<file path="config.mk">
export PLATFORM = sky130hd
export DESIGN_NAME = sram_stream_adapter
export DESIGN_NICKNAME = d
export VERILOG_FILES = /design/src/rtl/sram_stream_adapter.sv
export SDC_FILE = /design/constraint.sdc
export NUM_CORES = 1
export LEC_CHECK = 0
export CAP_MARGIN = 40
export CORE_MARGIN = 4
export CORE_UTILIZATION = 42
export DETAILED_ROUTE_END_ITERATION = 6
export GPL_TIMING_DRIVEN = 0
export PLACE_DENSITY = 0.88
export SYNTH_ARGS = -nofsm -noshare
export SYNTH_HDL_FRONTEND = slang
export SYNTH_SLANG_ARGS = --single-unit
</file>
<file path="constraint.sdc">
create_clock -name clk_i -period 15.2 [get_ports clk_i]
set_input_delay 3.04 -clock clk_i [delete_from_list [all_inputs] [get_ports clk_i]]
set_output_delay 3.04 -clock clk_i [all_outputs]
set_load 0.05 [all_outputs]
</file>
<file path="src/rtl/sram_stream_adapter.sv">
// -----------------------------------------------------------------------------
// sram_stream_adapter
//
// Front-end for a single-port, byte-enable SRAM macro with a fixed 1-cycle
// read latency and no backpressure. Requests arrive on a valid/ready stream
// and go straight to the SRAM pins. Read data returns on a valid/ready
// response stream through a small FIFO. The request side is throttled by a
// credit check, so read data that the SRAM returns always has a free FIFO
// slot, even while the consumer stalls. Responses keep request order.
//
// Integration: tie the SRAM's rst_ni to ~rst_i.
//
// Ports
//   clk_i         clock
//   rst_i         synchronous, active-high reset
//   req_valid_i   request valid
//   req_ready_o   request accepted when req_valid_i & req_ready_o
//   req_we_i      1 = write, 0 = read
//   req_addr_i    word address
//   req_wdata_i   write data
//   req_be_i      byte enables
//   rsp_valid_o   read response valid
//   rsp_ready_i   consumer ready
//   rsp_rdata_o   read data at the FIFO head
//   sram_req_o    SRAM req_i
//   sram_we_o     SRAM we_i
//   sram_addr_o   SRAM addr_i
//   sram_wdata_o  SRAM wdata_i
//   sram_be_o     SRAM be_i
//   sram_rdata_i  SRAM rdata_o
// -----------------------------------------------------------------------------
module sram_stream_adapter #(
  parameter int unsigned DATA_WIDTH = 64,
  parameter int unsigned NUM_WORDS  = 1024,
  parameter int unsigned RSP_DEPTH  = 2,
  localparam int unsigned AW        = $clog2(NUM_WORDS),
  localparam int unsigned NB        = (DATA_WIDTH + 7) / 8
) (
  input  logic                  clk_i,
  input  logic                  rst_i,
  // Request stream
  input  logic                  req_valid_i,
  output logic                  req_ready_o,
  input  logic                  req_we_i,
  input  logic [AW-1:0]         req_addr_i,
  input  logic [DATA_WIDTH-1:0] req_wdata_i,
  input  logic [NB-1:0]         req_be_i,
  // Response stream
  output logic                  rsp_valid_o,
  input  logic                  rsp_ready_i,
  output logic [DATA_WIDTH-1:0] rsp_rdata_o,
  // SRAM macro
  output logic                  sram_req_o,
  output logic                  sram_we_o,
  output logic [AW-1:0]         sram_addr_o,
  output logic [DATA_WIDTH-1:0] sram_wdata_o,
  output logic [NB-1:0]         sram_be_o,
  input  logic [DATA_WIDTH-1:0] sram_rdata_i
);

  // Pointer, occupancy and credit widths. The credit sum (count + inflight)
  // gets one extra bit so it can never wrap before the compare.
  localparam int unsigned PW = (RSP_DEPTH > 1) ? $clog2(RSP_DEPTH) : 1;
  localparam int unsigned CW = $clog2(RSP_DEPTH + 1);
  localparam int unsigned UW = CW + 1;

  // ---------------------------------------------------------------------------
  // State
  // ---------------------------------------------------------------------------
  logic                  inflight_q, inflight_d;  // read issued last cycle
  logic [PW-1:0]         wr_ptr_q,   wr_ptr_d;
  logic [PW-1:0]         rd_ptr_q,   rd_ptr_d;
  logic [CW-1:0]         count_q,    count_d;
  logic [DATA_WIDTH-1:0] mem_q [RSP_DEPTH];

  logic          push;
  logic          pop;
  logic          acc;
  logic [UW-1:0] used;

  // Modulo increment; RSP_DEPTH need not be a power of two.
  function automatic logic [PW-1:0] ptr_inc(input logic [PW-1:0] p);
    if (p == PW'(RSP_DEPTH - 1)) begin
      return '0;
    end
    return p + PW'(1);
  endfunction

  // ---------------------------------------------------------------------------
  // Response side
  // ---------------------------------------------------------------------------
  // Valid is masked during reset so a stale FIFO entry is never offered
  // in the reset cycle itself.
  assign rsp_valid_o = ~rst_i & (count_q != '0);
  assign rsp_rdata_o = mem_q[rd_ptr_q];
  assign pop         = rsp_valid_o & rsp_ready_i;

  // The SRAM has no backpressure: whatever was read last cycle lands now.
  assign push        = inflight_q;

  // ---------------------------------------------------------------------------
  // Request side: credit check
  // ---------------------------------------------------------------------------
  // A slot is owed to every buffered entry and to the read in flight. A pop
  // this cycle frees one, which is why ready looks at rsp_ready_i. Writes are
  // gated the same way, so ready never depends on req_we_i.
  assign used        = UW'(count_q) + UW'(inflight_q) - UW'(pop);
  assign req_ready_o = ~rst_i & (used < UW'(RSP_DEPTH));
  assign acc         = req_valid_i & req_ready_o;

  // SRAM drive is a pure passthrough. Only the strobe is qualified, and
  // req_ready_o is already low during reset.
  assign sram_req_o   = acc;
  assign sram_we_o    = req_we_i;
  assign sram_addr_o  = req_addr_i;
  assign sram_wdata_o = req_wdata_i;
  assign sram_be_o    = req_be_i;

  // ---------------------------------------------------------------------------
  // Next-state logic
  // ---------------------------------------------------------------------------
  // NOTE: every signal written here gets a value on every path, starting with
  // the defaults at the top; a missed path would infer a latch.
  always_comb begin
    inflight_d = acc & ~req_we_i;
    wr_ptr_d   = wr_ptr_q;
    rd_ptr_d   = rd_ptr_q;
    count_d    = count_q;

    if (push) begin
      wr_ptr_d = ptr_inc(wr_ptr_q);
    end
    if (pop) begin
      rd_ptr_d = ptr_inc(rd_ptr_q);
    end

    // When push and pop happen together, the occupancy stays the same.
    if (push && !pop) begin
      count_d = count_q + CW'(1);
    end else if (pop && !push) begin
      count_d = count_q - CW'(1);
    end
  end

  // ---------------------------------------------------------------------------
  // Control registers
  // ---------------------------------------------------------------------------
  // NOTE: sequential state uses non-blocking assignments only, so every flop
  // samples the value from before the edge, whatever the statement order.
  always_ff @(posedge clk_i) begin
    if (rst_i) begin
      // Data still in flight and buffered data are dropped. Because
      // inflight is cleared, the next cycle does not push the late SRAM
      // read data.
      inflight_q <= 1'b0;
      wr_ptr_q   <= '0;
      rd_ptr_q   <= '0;
      count_q    <= '0;
    end else begin
      inflight_q <= inflight_d;
      wr_ptr_q   <= wr_ptr_d;
      rd_ptr_q   <= rd_ptr_d;
      count_q    <= count_d;
    end
  end

  // ---------------------------------------------------------------------------
  // FIFO storage
  // ---------------------------------------------------------------------------
  // NOTE: the storage array has no reset. Occupancy and pointers decide
  // whether an entry is valid, so clearing the data would only cost
  // reset fan-out.
  always_ff @(posedge clk_i) begin
    if (push && !rst_i) begin
      mem_q[wr_ptr_q] <= sram_rdata_i;
    end
  end

endmodule

</file>
Yosys cells after proc, flatten, opt, wreduce, memory -nomap -nowiden
Memories as Yosys holds them, arrays and structs flattened. A register that Yosys moved wholly into a read port is not among the register bits. Index checks and enable logic that the tools add are counted. W data, S select, Z words.

Register bits: 5. Memory bits (writable): 128. Bits of input ports: 151. Output and inout bits: 150. Memories: 1.

Memories: mem_q (depth 2, width 64, rd ports 1, clocked after Yosys merged registers in 1, wr ports 1, RTL line 74) `logic [DATA_WIDTH-1:0] mem_q [RSP_DEPTH];`.

$add $sub $neg: 6. $lt $le $gt $ge: 1. Muxes and demuxes: 14. Bitwise logic cells: 7. Reductions and logical operators: 8.

Operators by type and width (number): $mux W1 (12); $and A1 B1 Y1 (5); $mux W2 (2); $reduce_bool A2 Y1 (2); $add A2 B1 Y3 (1); $logic_and A1 B1 Y1 (3); $logic_not A1 Y1 (3); $lt A3 B2 Y1 const B (1); $sub A3 B1 Y3 (1); $add A1 B1 Y1 const B (2); $add A2 B1 Y2 const B (1); $not A1 Y1 (2); $sub A2 B1 Y2 const B (1).

Logic depth before layout (Yosys ltp)
Depth after elaboration: 8. Gate-level depth with buffers: 9.

Least setup slack after synthesis
Ideal clock, no wire load.

Path type: input-to-output. Start: input port rst_i. End: output port sram_req_o. Arrival: 6261 ps. Data required time: 12160 ps. Setup slack: 5899 ps. Stages: 9. Cell sequence: buf_2 nor2_1 and2_1 ha_1 nand2b_1 fa_1 xor2_1 nor3b_2 and2_1.

Word-level cells in the longest chain between the ends: 7.

RTL lines: from (decl) (RTL line 40) `input logic rst_i,`; $not A1 Y1 (RTL line 94) `assign rsp_valid_o = ~rst_i & (count_q != '0);`; $and A1 B1 Y1 (RTL line 94); named net rsp_valid_o (RTL line 49) `output logic rsp_valid_o,`; $and A1 B1 Y1 (RTL line 96) `assign pop = rsp_valid_o & rsp_ready_i;`; named net pop (RTL line 77) `logic pop;`; $sub A3 B1 Y3 (RTL line 107) `assign used = UW'(count_q) + UW'(inflight_q) - UW'(pop);`; $lt A3 B2 Y1 (RTL line 108) `assign req_ready_o = ~rst_i & (used < UW'(RSP_DEPTH));`; $and A1 B1 Y1 (RTL line 108); named net req_ready_o (RTL line 43) `output logic req_ready_o,`; $and A1 B1 Y1 (RTL line 109) `assign acc = req_valid_i & req_ready_o;`; to (decl) (RTL line 53) `output logic sram_req_o,`.

The timed path passes the listed nets, and every way through them passes these cells.

Worst setup path after layout
Start: input port rsp_ready_i. End: output port sram_req_o.

Word-level cells in the longest chain between the ends: 5.

RTL lines: from (decl) (RTL line 50) `input logic rsp_ready_i,`; $and A1 B1 Y1 (RTL line 96); named net pop (RTL line 77); $sub A3 B1 Y3 (RTL line 107); $lt A3 B2 Y1 (RTL line 108); $and A1 B1 Y1 (RTL line 108); $and A1 B1 Y1 (RTL line 109).

The timed path passes the listed nets, and every way through them passes these cells.

==> flow_metrics.env <==
export IMPL_placed_area_mm2=0.008046
export IMPL_critPathLaunch="rsp_ready_i"
export IMPL_yosysWarnings=0
export IMPL_grt_max_degree=45
export IMPL_cp_arrival_ps=5760
export IMPL_rsz0062_at_grt="no"
export IMPL_grt_usage_pct=16.66
export IMPL_power_density_mw_per_mm2=141.5
export IMPL_path_clk_slew_ps=60
export IMPL_wl_per_cell_um=16.93
export IMPL_syn_cell_area_mm2=0.005559
export IMPL_setup_viol_count_final=0
export IMPL_via_per_inst=4.550
export IMPL_critical_path_cell_chain="clkdlybuf4s50_1 > and2_1 > ha_1 > nand2b_1 > fa_1 > xor2_1 > nor3b_2 > and2_1 > clkdlybuf4s50_1"
export IMPL_row_count=41
export IMPL_die_w_um=123.0
export IMPL_die_area_mm2=0.01514
export IMPL_cts_hold_buf=0
export IMPL_syn_area_per_cell_um2=17.59
export IMPL_drtIter0Drc=99
export IMPL_yosysSeqAreaShare_pct=71.30
export IMPL_min_path_type="register to register"
export IMPL_p_leak_nw=3.173
export IMPL_cts_setup_buffers=0
export IMPL_slew_headroom_pct=61.89
export IMPL_cts_resized=0
export IMPL_drv_slew=0
export IMPL_rr_endpoint="inflight_q$_SDFF_PP0_"
export IMPL_tns_ps=0
export IMPL_peakVddDrop_mv=0.07911
export IMPL_tightest_slew_ps=569.9
export IMPL_fin_crit_ps=8802
export IMPL_cts_sinks=134
export IMPL_core_mm2=0.01277
export IMPL_gp_congestion=0.7500
export IMPL_grt_pass1_wl_mm=18.76
export IMPL_yosysTopAreaCellShare_pct=69.14
export IMPL_cts_tree="done"
export IMPL_syn_inst=316
export IMPL_clkLatencyLatePin_ps=400
export IMPL_cp_end_kind="primary output"
export IMPL_postLayoutCellArea_mm2=0.008705
export IMPL_cp_required_ps=12160
export IMPL_synth_distinct_cells=20
export IMPL_synth_area_top_cells="edfxtp_1 (69%), mux2_2 (13%), buf_4 (12%)"
export IMPL_holdPathStages=2
export IMPL_routed_wl_mm=12.61
export IMPL_htreeDepth=4
export IMPL_drive_gt1_share_pct=34.03
export IMPL_rr_worst_depth=9
export IMPL_grt_pass1_vias=3755
export IMPL_final_nets=714
export IMPL_synth_seq_cells=134
export IMPL_die_h_um=123.0
export IMPL_timing_reg2reg_setup_slack_ps=12970
export IMPL_fin_skew_ps=4.841
export IMPL_status="completed"
export IMPL_via_count=3390
export IMPL_dr_pass1_iters=4
export IMPL_drv_cap=0
export IMPL_crit_path_end="sram_req_o"
export IMPL_slowest_delay_ps=800
export IMPL_cts_path_max_buffers=2
export IMPL_hold_violations=0
export IMPL_cts_buffers=17
export IMPL_fmax_mhz=113.6
export IMPL_crit_fanout=3
export IMPL_ios=301
export IMPL_crit_path_top_delay_cell="clkdlybuf4s50_1"
export IMPL_hold_ws_ps=506.1
export IMPL_area_growth_pct=56.58
export IMPL_period_share_pct=57.91
export IMPL_clockRootBuffer="clkbuf_16"
export IMPL_port_buffers=217
export IMPL_place_hpwl_mm=9.708
export IMPL_r2r_start="count_q[1]$_SDFFE_PP0P_"
export IMPL_num_antenna_cells=0
export IMPL_antenna_found_initial=0
export IMPL_crit_type="primary input to primary output"
export IMPL_antenna_left=0
export IMPL_overflow=0
export IMPL_drc=0
export IMPL_synth_nets=470
export IMPL_start_kind="primary input"
export IMPL_start_util_pct=43.52
export IMPL_synth_largest_area_cell="edfxtp_1"
export IMPL_power_mw=1.231
[layer usage]
metal / vias up / share of wire [%] / routed length, um / GRT usage, %
met4: 0 / 1.7 / 213 / 6.713
met5: - / 0 / 0 / 0
met1: 1622 / 34 / 4318 / 17.74
met3: 20 / 9.3 / 1176 / 6.404
met2: 177 / 55 / 6905 / 29.65
li1: 1571 / - / - / -
[flip-flops by register name, indices dropped and copies added (netlist names), named ones only]
signal	count
wr_ptr_q	1
count_q	2
inflight_q	1
rd_ptr_q	1
mem_q	128
[logic make-up after synthesis]
family	synth area share, %
adder cells (fa/ha/maj)	0.8102
XOR/XNOR	0.7877
AO/OA/AOI/OAI	0.2700
flip-flops	71.30
AND/OR/NAND/NOR	1.598
buffers and inverters	12.27
multiplexers	12.96
[where the power goes]
group          switching, mW  internal (mW)
logic                  0.214          0.143
clock network          0.145          0.305
registers            0.00542          0.419
[critical path: cells and delay by family]
family	cells	cell delay, ps
buffers and inverters	2	1240
AND/OR/NAND/NOR	4	680
adder cells (fa/ha/maj)	2	630
XOR/XNOR	1	160
[synthesized netlist by cell type, drive strengths merged]
library cell and n:
a21oi 1, and2 2, and3b 2, buf 91, dfxtp 6, edfxtp 128
fa 1, ha 2, inv 1, mux2 64, nand2 1, nand2b 1
nor2 6, nor3b 2, o21ai 2, or3 1, xnor2 1, xor2 4
[cell usage in the layout, fill, tap and decap left out]
cell             instances
mux2_2                  64
and2_1                   2
edfxtp_1               128
nand2_1                  1
ha_1                     2
clkdlybuf4s50_1        217
nand2b_1                 1
clkbuf_16               17
and3b_4                  1
nor2_1                   6
xor2_1                   4
o21ai_0                  2
clkinv_2                 2
buf_16                   1
inv_6                    1
xnor2_1                  1
fa_1                     1
or3_1                    1
buf_4                   93
nor3b_2                  2
a21oi_1                  1
buf_6                    3
dfxtp_1                  6
inv_1                    1
bufinv_16                6
clkinv_1                 3
and3b_1                  1
buf_2                    2
clkinvlp_4               3
[area by class of cell]
| class | instances | area (um2) |
|---|---|---|
| Sequential cell | 134 | 3964 |
| Fill cell | 824 | 4069 |
| Clock buffer | 17 | 425.4 |
| Inverter | 1 | 3.754 |
| Clock inverter | 15 | 232.7 |
| Multi-Input combinational cell | 90 | 922.1 |
| Tap cell | 172 | 215.2 |
| Buffer | 91 | 678.2 |
| Timing Repair Buffer | 225 | 2263 |
[worst min path at each step]
stage / startpoint / end / slack (ps)
after floorplan: rd_ptr_q$_SDFFE_PP0P_ / register / 470
after global placement: rd_ptr_q$_SDFFE_PP0P_ / rd_ptr_q$_SDFFE_PP0P_ / 490
after detailed placement: rd_ptr_q$_SDFFE_PP0P_ / register / 500
after CTS: rd_ptr_q$_SDFFE_PP0P_ / register / 510
after global routing: rd_ptr_q$_SDFFE_PP0P_ / register / 540
final: rd_ptr_q$_SDFFE_PP0P_ / register / 510
[per-stage QoR]
step / setup slack, ps / std cells / util (%)
after CTS: 6399 / 745 / 68.15
after floorplan: 5899 / 316 / -
final: 6398 / 745 / 68.15
after detailed placement: 6403 / 713 / 62.99
after global placement: 4178 / 705 / 62.21
after global routing: 6293 / 745 / 68.15
(Power assumes the default switching activity.)
